<file path="config.mk">
export PLATFORM = sky130hd
export DESIGN_NAME = mdu_seq
export DESIGN_NICKNAME = d
export VERILOG_FILES = /design/src/rtl/mdu_pkg.sv /design/src/rtl/mdu_cneg.sv /design/src/rtl/mdu_seq.sv
export SDC_FILE = /design/constraint.sdc
export NUM_CORES = 1
export LEC_CHECK = 0
export CORE_ASPECT_RATIO = 0.75
export CORE_MARGIN = 8
export CORE_UTILIZATION = 55
export CTS_CLUSTER_DIAMETER = 120
export DETAILED_ROUTE_END_ITERATION = 10
export PLACE_DENSITY_LB_ADDON = 0.12
export SYNTH_ARGS = -nofsm -noshare
export SYNTH_HDL_FRONTEND = slang
export SYNTH_SLANG_ARGS = --single-unit
export TNS_END_PERCENT = 100
</file>
<file path="constraint.sdc">
create_clock -name clk -period 6.25 [get_ports clk]
set_clock_uncertainty 0.15 [all_clocks]
set_input_delay 0.9375 -clock clk [delete_from_list [all_inputs] [get_ports clk]]
set_output_delay 0.9375 -clock clk [all_outputs]
set_load 0.02 [all_outputs]
</file>
<file path="src/rtl/mdu_pkg.sv">
// rtl/mdu_pkg.sv - shared op encodings, state enum and width for the multiply/divide sequencer
package mdu_pkg;

    localparam int MDU_WIDTH = 32;

    localparam logic [1:0] OP_MULTU = 2'b00;
    localparam logic [1:0] OP_MULT  = 2'b01;
    localparam logic [1:0] OP_DIVU  = 2'b10;
    localparam logic [1:0] OP_DIV   = 2'b11;

    typedef enum logic [2:0] {
        S_IDLE,
        S_PREP,
        S_RUN,
        S_FIX,
        S_DONE
    } mdu_state_t;

endpackage

</file>
<file path="src/rtl/mdu_cneg.sv">
// rtl/mdu_cneg.sv - conditional two's-complement negation, y = s ? -x : x
module mdu_cneg #(
    parameter int W = 32
) (
    input  logic [W-1:0] x,
    input  logic         s,
    output logic [W-1:0] y
);

    assign y = (x ^ {W{s}}) + {{(W-1){1'b0}}, s};

endmodule

</file>
<file path="src/rtl/mdu_seq.sv">
// rtl/mdu_seq.sv - 32-step shift-add multiply / restoring divide sequencer with HI/LO results
module mdu_seq
    import mdu_pkg::*;
#(
    parameter int WIDTH = MDU_WIDTH
) (
    input  logic             clk,
    input  logic             rst,
    input  logic             start,
    input  logic [1:0]       op,
    input  logic [WIDTH-1:0] a,
    input  logic [WIDTH-1:0] b,
    output logic             busy,
    output logic             done,
    output logic [WIDTH-1:0] hi,
    output logic [WIDTH-1:0] lo,
    output logic             div_by_zero
);

    localparam int CW = $clog2(WIDTH);

    mdu_state_t       state, state_n;
    logic [1:0]       op_r;
    logic [WIDTH-1:0] a_r, b_r;
    logic [WIDTH-1:0] acc_r;
    logic [WIDTH-1:0] low_r;
    logic             sign_a, sign_b;
    logic [CW-1:0]    cnt;

    logic             is_div;
    logic             div_zero;
    logic             a_neg, b_neg;
    logic [WIDTH-1:0] a_mag, b_mag;

    assign is_div   = op_r[1];
    assign div_zero = is_div && (b_r == '0);
    assign a_neg    = op_r[0] & a_r[WIDTH-1];
    assign b_neg    = op_r[0] & b_r[WIDTH-1];

    mdu_cneg #(.W(WIDTH)) u_prep_a (.x(a_r), .s(a_neg), .y(a_mag));
    mdu_cneg #(.W(WIDTH)) u_prep_b (.x(b_r), .s(b_neg), .y(b_mag));

    // One WIDTH+1 adder serves both paths: carry-out for multiply, borrow for divide.
    logic [WIDTH:0] add_x, add_y, add_sum;
    logic           add_sub;

    always_comb begin
        add_x   = {1'b0, acc_r};
        add_y   = '0;
        add_sub = 1'b0;
        if (is_div) begin
            add_x   = {acc_r, low_r[WIDTH-1]};
            add_y   = {1'b0, b_r};
            add_sub = 1'b1;
        end else if (low_r[0]) begin
            add_y   = {1'b0, a_r};
        end
    end

    assign add_sum = add_x + (add_y ^ {(WIDTH+1){add_sub}}) + {{WIDTH{1'b0}}, add_sub};

    logic [2*WIDTH-1:0] prod_fix;
    logic [WIDTH-1:0]   quo_fix, rem_fix;

    mdu_cneg #(.W(2*WIDTH)) u_fix_prod (.x({acc_r, low_r}), .s(sign_a ^ sign_b), .y(prod_fix));
    mdu_cneg #(.W(WIDTH))   u_fix_quo  (.x(low_r),          .s(sign_a ^ sign_b), .y(quo_fix));
    mdu_cneg #(.W(WIDTH))   u_fix_rem  (.x(acc_r),          .s(sign_a),          .y(rem_fix));

    always_ff @(posedge clk) begin
        if (rst) begin
            state <= S_IDLE;
        end else begin
            state <= state_n;
        end
    end

    always_comb begin
        state_n = state;
        case (state)
            S_IDLE: if (start) state_n = S_PREP;
            S_PREP: state_n = div_zero ? S_DONE : S_RUN;
            S_RUN:  if (cnt == '0) state_n = S_FIX;
            S_FIX:  state_n = S_DONE;
            S_DONE: state_n = S_IDLE;
            default: state_n = S_IDLE;
        endcase
    end

    assign busy = (state != S_IDLE);
    assign done = (state == S_DONE);

    always_ff @(posedge clk) begin
        if (rst) begin
            op_r        <= '0;
            a_r         <= '0;
            b_r         <= '0;
            acc_r       <= '0;
            low_r       <= '0;
            sign_a      <= 1'b0;
            sign_b      <= 1'b0;
            cnt         <= '0;
            hi          <= '0;
            lo          <= '0;
            div_by_zero <= 1'b0;
        end else begin
            case (state)
                S_IDLE: begin
                    if (start) begin
                        op_r <= op;
                        a_r  <= a;
                        b_r  <= b;
                    end
                end
                S_PREP: begin
                    sign_a <= a_neg;
                    sign_b <= b_neg;
                    a_r    <= a_mag;
                    b_r    <= b_mag;
                    cnt    <= CW'(WIDTH - 1);
                    acc_r  <= '0;
                    low_r  <= is_div ? a_mag : b_mag;
                    // Divide by zero reports the original (unsigned-magnitude-free) dividend.
                    if (div_zero) begin
                        hi          <= a_r;
                        lo          <= '1;
                        div_by_zero <= 1'b1;
                    end
                end
                S_RUN: begin
                    cnt <= cnt - 1'b1;
                    if (is_div) begin
                        if (add_sum[WIDTH]) begin
                            acc_r <= add_x[WIDTH-1:0];
                            low_r <= {low_r[WIDTH-2:0], 1'b0};
                        end else begin
                            acc_r <= add_sum[WIDTH-1:0];
                            low_r <= {low_r[WIDTH-2:0], 1'b1};
                        end
                    end else begin
                        acc_r <= add_sum[WIDTH:1];
                        low_r <= {add_sum[0], low_r[WIDTH-1:1]};
                    end
                end
                S_FIX: begin
                    div_by_zero <= 1'b0;
                    if (is_div) begin
                        hi <= rem_fix;
                        lo <= quo_fix;
                    end else begin
                        hi <= prod_fix[2*WIDTH-1:WIDTH];
                        lo <= prod_fix[WIDTH-1:0];
                    end
                end
                default: ;
            endcase
        end
    end

endmodule

</file>
==> impl_results.rst <==
.. list-table::
   :header-rows: 1

   * - Metric
     - Value
   * - Setup-violating endpoint count in the final report
     - 0
   * - Top-area cell type share of the netlist area
     - 22.7%
   * - Boundary pin count
     - 136
   * - Placeable core region
     - 32400 sq um
   * - Clock network latency to the later pin of the worst-skew pair
     - 550 ps
   * - Synthesized netlist cell count
     - 2511
   * - Via count of the first global-routing pass
     - 17326
   * - H-tree levels
     - 1
   * - DRC violations left
     - 0
   * - Max-slew violation count
     - 0
   * - Internal Dissipation
     - 2.55 mW
   * - Number of synthesized flops with an enable pin
     - 0
   * - Worst min-delay path category
     - reg -> reg
   * - Post-synthesis net count
     - 2621
   * - Final weighted congestion of routability-driven global placement
     - 0.988
   * - Crit-path max cell delay
     - 800 ps
   * - Share of final-layout standard cells stronger than drive strength 1
     - 6.18%
   * - Share of power burned in the clock network
     - 34.8%
   * - Sw Ratio
     - 35.7%
   * - Detail-routed net length per standard cell
     - 24.5 microns
   * - Clock transition at path regs
     - 60 ps
   * - Chip Width
     - 225 microns
   * - Dominant cell type by area after synthesis
     - sky130_fd_sc_hd__dfxtp_1
   * - Top cells by area, synth
     - sky130_fd_sc_hd__dfxtp_1, sky130_fd_sc_hd__xnor2_1, sky130_fd_sc_hd__mux2i_1, sky130_fd_sc_hd__nor2_1, sky130_fd_sc_hd__nand2_1
   * - Number of violations of the max-capacitance limit
     - 0
   * - Pre-Repair DR Iteration Count
     - 6
   * - RSZ-0062 raised after global routing
     - no
   * - Largest vdd supply drop
     - 0.000187 V
   * - Sequential cell fraction of total power
     - 40.8%
   * - Static leakage
     - 6.79 nW
   * - Die area
     - 39000 sq um
   * - Overflow left after global routing
     - 0
   * - # hold bufs at CTS
     - 0
   * - Half-perimeter wire length of the detailed placement result
     - 52400 microns
   * - Most common cell after layout, fill and taps aside
     - sky130_fd_sc_hd__nor2_1
   * - Worst endpoint data arrival time
     - 5610 ps
   * - Initial antenna violation count
     - 3
   * - Utilization after layout
     - 61.9%
   * - Critical setup path kind
     - reg -> reg
   * - Flip-flop and latch count after synthesis
     - 205
   * - CTS Buffer Depth
     - 3
   * - Count of cell types in the netlist
     - 85
   * - Number of filler instances in the final layout
     - 2992
   * - Chip Height
     - 173 microns
   * - Hold Vio Cnt, Final
     - 0
   * - Commonest cells after routing, fill and taps aside
     - sky130_fd_sc_hd__nor2_1, sky130_fd_sc_hd__nand2_1, sky130_fd_sc_hd__dfxtp_1
   * - Number of warnings reported in the yosys synthesis log
     - 0
   * - Average instance area after synthesis
     - 7.19 sq um
   * - Synth Cell Area
     - 18100 sq um
   * - Share of the cycle needed by the critical path after routing
     - 86.1%
   * - # diodes
     - 0
   * - Highest clock rate
     - 186 MHz
   * - Outcome
     - finished clean
   * - Initial standard-cell utilization of the core
     - 55.8%
   * - Global-route wire length before repair
     - 107000 microns
   * - Critical Path, Cell by Cell
     - inv_2, nand3_1, o21ai_0, ha_1, nand2_1, o31ai_1, a31oi_1, o311ai_0, nor4b_1, a211oi_1, o21ai_0, xnor2_1, o221ai_1
   * - GRT Util Overall
     - 34.4%
   * - Most used cell along the critical path
     - sky130_fd_sc_hd__o21ai_0
   * - Post-CTS Resized
     - 0
   * - Number of nets at the end of the flow
     - 2555
   * - Area added between synthesis and finish
     - 10.9%
   * - Net Switching
     - 1.42 mW
   * - Post-CTS setup repair buffer count
     - 0
   * - Sequential cell area
     - 4110 sq um
   * - Total power per unit cell area
     - 198 nW/um^2
   * - Standard-cell rows
     - 57
   * - Clock tree root driver cell
     - sky130_fd_sc_hd__clkbuf_16
   * - FF-to-FF path depth
     - 13
   * - CTS tree
     - yes
   * - Number of clock buffers inserted by TritonCTS
     - 23
   * - Capturing element type of the critical path
     - flop
   * - Remaining number of nets flagged by the antenna check after routing
     - 0
   * - Max-slew headroom at the worst pin
     - 7.64%
   * - Data required, critical path
     - 6480 ps
   * - Vias/cell
     - 6.82
   * - Final period demand of the worst path
     - 5380 ps
   * - Seq/Total Area, Yosys
     - 22.7%
   * - Most used DFF post-synth
     - sky130_fd_sc_hd__dfxtp_1
   * - Combinational Power Share
     - 24.4%
   * - Total wirelength of the detailed-routed design
     - 71000 microns
   * - Detailed router's first-iteration violation count
     - 3213
   * - Async set-reset flop share out of synthesis
     - 0%
   * - Via total after detailed routing
     - 19790
   * - Final total negative setup slack
     - 0 ps
   * - Crit-path slowest cell
     - sky130_fd_sc_hd__dfxtp_4
   * - Critical Path Source Type
     - flop
   * - Area of combinational cells with multiple inputs
     - 12900 sq um
   * - Pin count of the biggest net entering global routing
     - 102
   * - Worst hold path cell count
     - 1
   * - Worst-path fanout max
     - 54
   * - Total clock sinks
     - 205
   * - Worst-Margin Slew
     - 1380 ps
   * - Count of port buffers added during placement
     - 135
## synthesized netlist by cell type (35+ instances only)
cell and instances:
sky130_fd_sc_hd__mux2i_1 91, sky130_fd_sc_hd__dfxtp_1 205, sky130_fd_sc_hd__a211oi_1 61, sky130_fd_sc_hd__nor4_1 36, sky130_fd_sc_hd__xor2_1 45, sky130_fd_sc_hd__a21oi_1 165
sky130_fd_sc_hd__nand3_1 86, sky130_fd_sc_hd__a221oi_1 35, sky130_fd_sc_hd__nor2_1 240, sky130_fd_sc_hd__clkbuf_1 225, sky130_fd_sc_hd__o22ai_1 36, sky130_fd_sc_hd__nor3_1 106
sky130_fd_sc_hd__ha_1 40, sky130_fd_sc_hd__o21ai_0 155, sky130_fd_sc_hd__xnor2_1 174, sky130_fd_sc_hd__nand2_1 230, sky130_fd_sc_hd__inv_1 41
## layout make-up
type / count / area share [%]
Timing Repair Buffer: 172 / 8.14
Sequential cell: 205 / 20.5
Clock buffer: 32 / 3.19
Inverter: 43 / 0.805
Multi-Input combinational cell: 2000 / 64.1
Tap cell: 442 / 2.76
Clock inverter: 8 / 0.481
## routing by layer
metal	global-route usage [%]	share of wire [%]	vias to the layer above
li1	-	-	9016
met1	51.7	44	9218
met2	46.2	39	1411
met3	8.88	14	141
met4	11.4	3.6	4
met5	0	0.037	-
## power by group through the flow
stage	Clock, mW	Combinational (mW)	Sequential [mW]
floorplan	0	0.710	1.48
global placement	0	0.918	1.63
detailed placement	0	0.933	1.63
CTS	1.39	0.937	1.60
global route	1.44	1.03	1.62
finish	1.38	0.967	1.62
## metrics by stage
step	area, sq um	power, mW	setup WS [ps]	cells	hold slack, ps
after floorplan	18100	2.19	99.1	2511	293
after global placement	19300	2.55	1140	2862	314
after global routing	20000	4.09	631	2902	384
after detailed placement	19300	2.56	1050	2862	328
final	20000	3.97	868	2902	331
after CTS	20000	3.93	1000	2902	335
## state kept, by name (all words and copies together) (netlist names)
signal	count
hi	32
div_by_zero	1
acc_r	32
lo	32
cnt	5
op_r	2
b_r	32
sign_b	1
a_r	32
sign_a	1
state	3
low_r	32
## worst paths after layout
path | start | end | slack, ps
min | cnt[4]$_SDFFE_PP0P_ | cnt[4]$_SDFFE_PP0P_ | 330
min reg2reg | cnt[4]$_SDFFE_PP0P_ | cnt[4]$_SDFFE_PP0P_ | 330
max reg2reg | op_r[1]$_SDFFE_PP0P_ | acc_r[28]$_SDFFE_PP0P_ | 870
max | op_r[1]$_SDFFE_PP0P_ | acc_r[28]$_SDFFE_PP0P_ | 870
## cell families (layout without fill, tap and decap cells)
logic type,after synthesis,in the layout,synth area share (%)
AND/OR/NAND/NOR,896,896,23.9
AO/OA/AOI/OAI,717,717,26.1
buffers and inverters,306,255,6.49
XOR/XNOR,221,221,10.8
flip-flops,205,205,22.7
multiplexers,125,125,7.18
adder cells (fa/ha/maj),41,41,2.88
## worst max-delay path, delay by kind of cell (launching register included)
family	cells	cell delay, ps
flops	1	800
xor+xnor	1	200
buf+inv	1	540
fa+ha+maj	1	410
compound gates	7	2380
simple gates	3	730
Note: power is estimated with default switching activity, not from simulation.
